### src/rtl/riscv_pkg.sv
// Shared types and helpers for the fetch slice.
// Holds the fetch queue entry layout and pc alignment.
package riscv_pkg;

  localparam int XLEN = 32;
  localparam int ILEN = 32;

  typedef struct packed {
    logic [XLEN-1:0] pc;
    logic [ILEN-1:0] inst;
  } fetch_entry_t;

  function automatic logic [XLEN-1:0] align4(
    input logic [XLEN-1:0] pc
  );
    return pc & ~XLEN'(3);
  endfunction

endpackage

### src/rtl/fetch_queue.sv
// Two-entry FIFO of {pc, inst} pairs between fetch and decode.
// Flush wins over push and pop; head is entry 0.
module fetch_queue
  import riscv_pkg::*;
(
  input  logic         clock,
  input  logic         reset_n,
  input  logic         flush,
  input  logic         push,
  input  fetch_entry_t push_entry,
  input  logic         pop,
  output fetch_entry_t head,
  output logic [1:0]   count
);

  fetch_entry_t e0;
  fetch_entry_t e1;
  fetch_entry_t n_e0;
  fetch_entry_t n_e1;
  logic [1:0]   n_count;
  logic         pop_ok;
  logic         push_ok;

  assign pop_ok  = pop && (count != 2'd0);
  assign push_ok = push && ((count != 2'd2) || pop_ok);
  assign head    = e0;

  // Next queue contents; entry 0 keeps its value when emptied.
  always_comb begin
    n_e0    = e0;
    n_e1    = e1;
    n_count = count;
    if (flush) begin
      n_count = 2'd0;
    end else if (push_ok && pop_ok) begin
      if (count == 2'd2) begin
        n_e0 = e1;
        n_e1 = push_entry;
      end else begin
        n_e0 = push_entry;
      end
    end else if (push_ok) begin
      if (count == 2'd0) begin
        n_e0 = push_entry;
      end else begin
        n_e1 = push_entry;
      end
      n_count = count + 2'd1;
    end else if (pop_ok) begin
      if (count == 2'd2) begin
        n_e0 = e1;
      end
      n_count = count - 2'd1;
    end
  end

  // Queue storage and occupancy.
  always_ff @(posedge clock or negedge reset_n) begin
    if (!reset_n) begin
      e0    <= '0;
      e1    <= '0;
      count <= 2'd0;
    end else begin
      e0    <= n_e0;
      e1    <= n_e1;
      count <= n_count;
    end
  end

endmodule

### src/rtl/inst_fetch.sv
// Fetch stage: owns the pc, drives the ROM, queues results.
// Redirect flushes everything and restarts at the new pc.
module inst_fetch
  import riscv_pkg::*;
#(
  parameter int          NADDR_BITS = 8,
  parameter logic [31:0] RESET_PC   = 32'h0000_0000
) (
  input  logic                  clock,
  input  logic                  reset_n,
  output logic [NADDR_BITS-1:0] imem_address,
  input  logic [31:0]           imem_q,
  output logic                  inst_valid,
  output logic [31:0]           inst,
  output logic [31:0]           inst_pc,
  input  logic                  inst_ready,
  input  logic                  redirect,
  input  logic [31:0]           redirect_pc
);

  logic [31:0]  pc;
  logic         pending;
  logic [31:0]  pend_pc;
  logic [1:0]   q_count;
  fetch_entry_t head;
  fetch_entry_t cap;
  logic         push;
  logic         pop;
  logic         issue;
  logic [2:0]   occ;

  assign imem_address = pc[NADDR_BITS-1:0];
  assign inst_valid   = (q_count != 2'd0);
  assign inst         = head.inst;
  assign inst_pc      = head.pc;

  assign pop  = inst_valid && inst_ready && !redirect;
  assign push = pending && !redirect;
  assign cap  = '{pc: pend_pc, inst: imem_q};

  // Slots committed after this edge; the head leaving
  // this cycle frees a slot for full throughput.
  assign occ = {1'b0, q_count}
             + {2'b00, pending}
             - {2'b00, pop};

  assign issue = !redirect && (occ < 3'd2);

  // Pc and the single in-flight ROM request.
  always_ff @(posedge clock or negedge reset_n) begin
    if (!reset_n) begin
      pc      <= align4(RESET_PC);
      pending <= 1'b0;
      pend_pc <= '0;
    end else if (redirect) begin
      pc      <= align4(redirect_pc);
      pending <= 1'b0;
    end else begin
      pending <= issue;
      if (issue) begin
        pend_pc <= pc;
        pc      <= pc + 32'd4;
      end
    end
  end

  fetch_queue u_queue (
    .clock      (clock),
    .reset_n    (reset_n),
    .flush      (redirect),
    .push       (push),
    .push_entry (cap),
    .pop        (pop),
    .head       (head),
    .count      (q_count)
  );

endmodule

### config.mk
export PLATFORM = sky130hd
export DESIGN_NAME = inst_fetch
export DESIGN_NICKNAME = d
export VERILOG_FILES = /design/src/rtl/riscv_pkg.sv /design/src/rtl/fetch_queue.sv /design/src/rtl/inst_fetch.sv
export SDC_FILE = /design/constraint.sdc
export NUM_CORES = 1
export LEC_CHECK = 0
export BUFFER_PORTS_ARGS = -buffer_cell sky130_fd_sc_hd__buf_2
export CELL_PAD_IN_SITES_DETAIL_PLACEMENT = 1
export CELL_PAD_IN_SITES_GLOBAL_PLACEMENT = 2
export CORE_MARGIN = 10
export CORE_UTILIZATION = 39
export DETAILED_ROUTE_END_ITERATION = 10
export PLACE_DENSITY = 0.8
export SYNTH_ARGS = -nofsm -noshare
export SYNTH_HDL_FRONTEND = slang
export SYNTH_SLANG_ARGS = --single-unit
### constraint.sdc
create_clock -name clock -period 4.3 [get_ports clock]
set_input_delay 0.86 -clock clock [delete_from_list [all_inputs] [get_ports clock]]
set_output_delay 0.86 -clock clock [all_outputs]
set_load 0.005 [all_outputs]
==> summary.md <==
| Metric | Value |
|---|---|
| Run status | `complete, no violations` |
| Port Buffers | `roughly 130` |
| Die Width | `between 150 and 200 um` |
| Async SR Flop Fraction | `1.00` |
| Yosys top cell area share | `0.545` |
| H-tree Lvls | `4` |
| Non-Filler Instances | `1061` |
| Least-Margin Pin Slew | `0.952 ns` |
| Synth Register Bits | `187` |
| Routed len/inst | `20.0 um` |
| Placed Area | `between 9000 and 10000 sq um` |
| WL final | `21200 um` |
| Post-synthesis instance total | `649` |
| Post-route ant nets | `0` |
| # hold bufs at CTS | `0` |
| Share of post-route cells with drive strength above 1 | `0.512` |
| TritonCTS Buffers | `17` |
| Max-Slew Margin vs Limit | `0.365` |
| Max-slew violation count | `0` |
| Final min period | `3.63 ns` |
| Tcrit/Tclk final | `0.844` |
| Finished Cell Area | `10100 sq um` |
| Mean area per synthesized cell | `13.2 sq um` |
| CP Data Arrival Time | `3.98 ns` |
| Post-synth EDFFs | `0` |
| Worst Path Max Fanout | `10` |
| Vias after detailed routing | `5631` |
| Largest delay contributor family on the critical path | `simple AND/OR/NAND/NOR gates` |
| Max clock buf depth | `2` |
| Crit Path Category | `register to register` |
| Dpl cells | `1029` |
| Max Clock Freq | `275 MHz` |
| CP Data Required Time | `4.65 ns` |
| Synth unique cells | `46` |
| Largest area contributor in the netlist | `dfrtp_1` |
| Max Cap Violations | `0` |
| Initial antenna violation count | `0` |
| Latest clock arrival within the worst-skew pair | `0.43 ns` |
| VDD IR max | `0.256 mV` |
| Gr ovfl total | `0` |
| Io pins | `141` |
| First-pass GRT wire length | `roughly 35000 um` |
| Starting Density | `0.395` |
| Pwr Density | `approximately 620 nW/um^2` |
| Seq/Total Area, Yosys | `0.545` |
| Reg area | `roughly 4700 sq um` |
| Hold Vio Cnt, Final | `0` |
| Vias in the first global route | `6399` |
| Initial DRT Pass Iterations | `4` |
| Die footprint | `28400 sq um` |
| Critical path, cell by cell | `nor2_1 > inv_1 > and3_1 > ha_1 > nand2b_1 > fa_1 > nand2_1 > or4_1 > or4_1 > a31oi_1` |
| CTS tree | `yes` |
| Ys Warns | `0` |
| Sink Count | `187` |
| Drc violations | `0` |
| Filler cells | `2313` |
| Total GRT Usage | `0.151` |
| Nets | `839` |
| CP most frequent cell | `or4_1` |
| Core Region | `21800 sq um` |
| Setup TNS | `0 ns` |
| Die Ht | `168 um` |
| Worst Setup Start Kind | `register` |
| Crit. End Element | `register` |
| Smallest setup slack after layout | `0.669 ns` |
| Post_cts resized | `0` |
| Buf/Inv on CP | `1` |
| P_leak | `4.49 nW` |
| Crit-path slowest cell | `or4_1` |
| FP Rows | `54` |
| Setup Skew | `0.00808 ns` |
| DP HPWL | `14600 um` |
| CP max stage delay | `between 0.7 and 0.8 ns` |
| Synth top area cells | `dfrtp_1, mux2_2, a31oi_1, buf_2, nand2_1` |
| Total power | `0.00625 W` |
| RSZ-0062 raised after global routing | `false` |
| Post-synth top flop | `dfrtp_1` |
| Largest net degree at the start of global routing | `95` |
| Routed vias/inst | `5.31` |
| Drt first-iter violations | `253` |
| Root Driver | `clkbuf_16` |
| Layout area overhead | `17.8%` |
| Post-CTS Setup Inserts | `0` |
| Multi-input gate area | `about 3700 sq um` |
| Worst-path clk slew | `0.07 ns` |
| Final Wtd Congestion | `~0.74` |
| Cell Area, Synth | `between 8000 and 9000 sq um` |
| # setup viols final | `0` |
| Setup WS pre-CTS | `0.416 ns` |
| Hold Path Class | `input port to asynchronous set/reset pin` |
| Ant. Diodes | `0` |
## Yosys cell counts (2+ instances only)
master,number
mux2_2,216
dfrtp_1,187
nand2_1,26
buf_2,22
nor2_1,20
a31oi_1,18
o21ai_0,18
clkbuf_1,14
nand3_1,13
or4_1,13
o31ai_1,11
buf_4,10
nor4_1,7
or3_1,7
xnor2_1,7
inv_1,5
nand4_1,5
nor2b_1,4
o41ai_1,4
xor2_1,4
a21oi_1,3
and3_1,3
a22oi_1,2
and2_1,2
and4_1,2
ha_1,2
nand2b_1,2
nand4bb_1,2
nor3_1,2
nor3b_1,2
## layer usage
| layer | wire length (um) | vias to the layer above | track usage | share of wire |
|---|---|---|---|---|
| li1 | - | 2584 | - | - |
| met1 | 9430 | 2909 | 0.187 | 0.44 |
| met2 | 10600 | 122 | 0.255 | 0.50 |
| met3 | 958 | 16 | 0.0352 | 0.045 |
| met4 | 226 | 0 | 0.0488 | 0.011 |
| met5 | 0 | - | 0 | 0 |
## cell usage in the layout (no fill, tap or decap), types with 4 or more instances in the layout
cell type	instances
mux2_2	216
dfrtp_1	187
buf_2	133
nand2_1	26
nor2_1	19
o21ai_0	18
a31oi_1	18
clkbuf_16	17
nand3_1	13
or4_1	13
o31ai_1	11
buf_4	8
xnor2_1	7
nor4_1	7
or3_1	7
inv_1	5
nand4_1	5
nor2b_1	4
o41ai_1	4
xor2_1	4
conb_1	4
## cell families after synthesis
logic type / count (synthesis) / share of synthesized area
buffers and inverters: 54 / 0.0321
adders and majority gates: 3 / 0.00524
and+or+nand+nor: 118 / 0.0769
AOI/OAI and AO/OA: 57 / 0.0417
muxes: 217 / 0.284
other: 1 / 0.000437
DFF: 187 / 0.545
xor gates and xnor gates: 12 / 0.0144
## report_power, final
group / internal, W / total, W / switching, W
combinational: 0.00108 / 0.00178 / 0.000705
clock: 0.000890 / 0.00160 / 0.000715
sequential: 0.00245 / 0.00286 / 0.000406
total: 0.00442 / 0.00625 / 0.00183
## per-stage QoR
step | util | hold WS [ns]
final | 0.465 | 0.355
after CTS | 0.465 | 0.347
after floorplan | - | 0.475
after detailed placement | 0.437 | 0.492
after global routing | 0.465 | 0.369
after global placement | 0.437 | 0.483
## path summary, 6_finish.rpt
kind                                              start                            to  slack [ns]  depth (start not counted)
hold / removal                                  reset_n     u_queue.e1[1]$_DFFE_PN0P_        0.36                          1
min in group clock         u_queue.head[35]$_DFFE_PN0P_  u_queue.head[35]$_DFFE_PN0P_        0.50                          1
setup / recovery           u_queue.count[0]$_DFFE_PN0P_            pc[30]$_DFFE_PN0P_        0.67                         10
setup reg to reg           u_queue.count[0]$_DFFE_PN0P_            pc[30]$_DFFE_PN0P_        0.67                         10
max in group asynchronous                       reset_n             pc[8]$_DFFE_PN0P_        2.94                          2
hold reg to reg            u_queue.head[35]$_DFFE_PN0P_  u_queue.head[35]$_DFFE_PN0P_        0.50                          1
## layout make-up
class / instances / area share
multi-input cells: 411 / 0.362
well taps: 280 / 0.0346
repair buffers: 145 / 0.0788
inverters: 6 / 0.00223
clock inverters: 13 / 0.0155
clock buffers: 19 / 0.0438
flip-flops and latches: 187 / 0.463
## registers in the layout, summed over array words and instances (netlist names)
name / cells
pc: 30
u_queue.e1: 62
pending: 1
pend_pc: 30
u_queue.head: 62
u_queue.count: 2
Note: power is estimated with default switching activity, not from simulation.
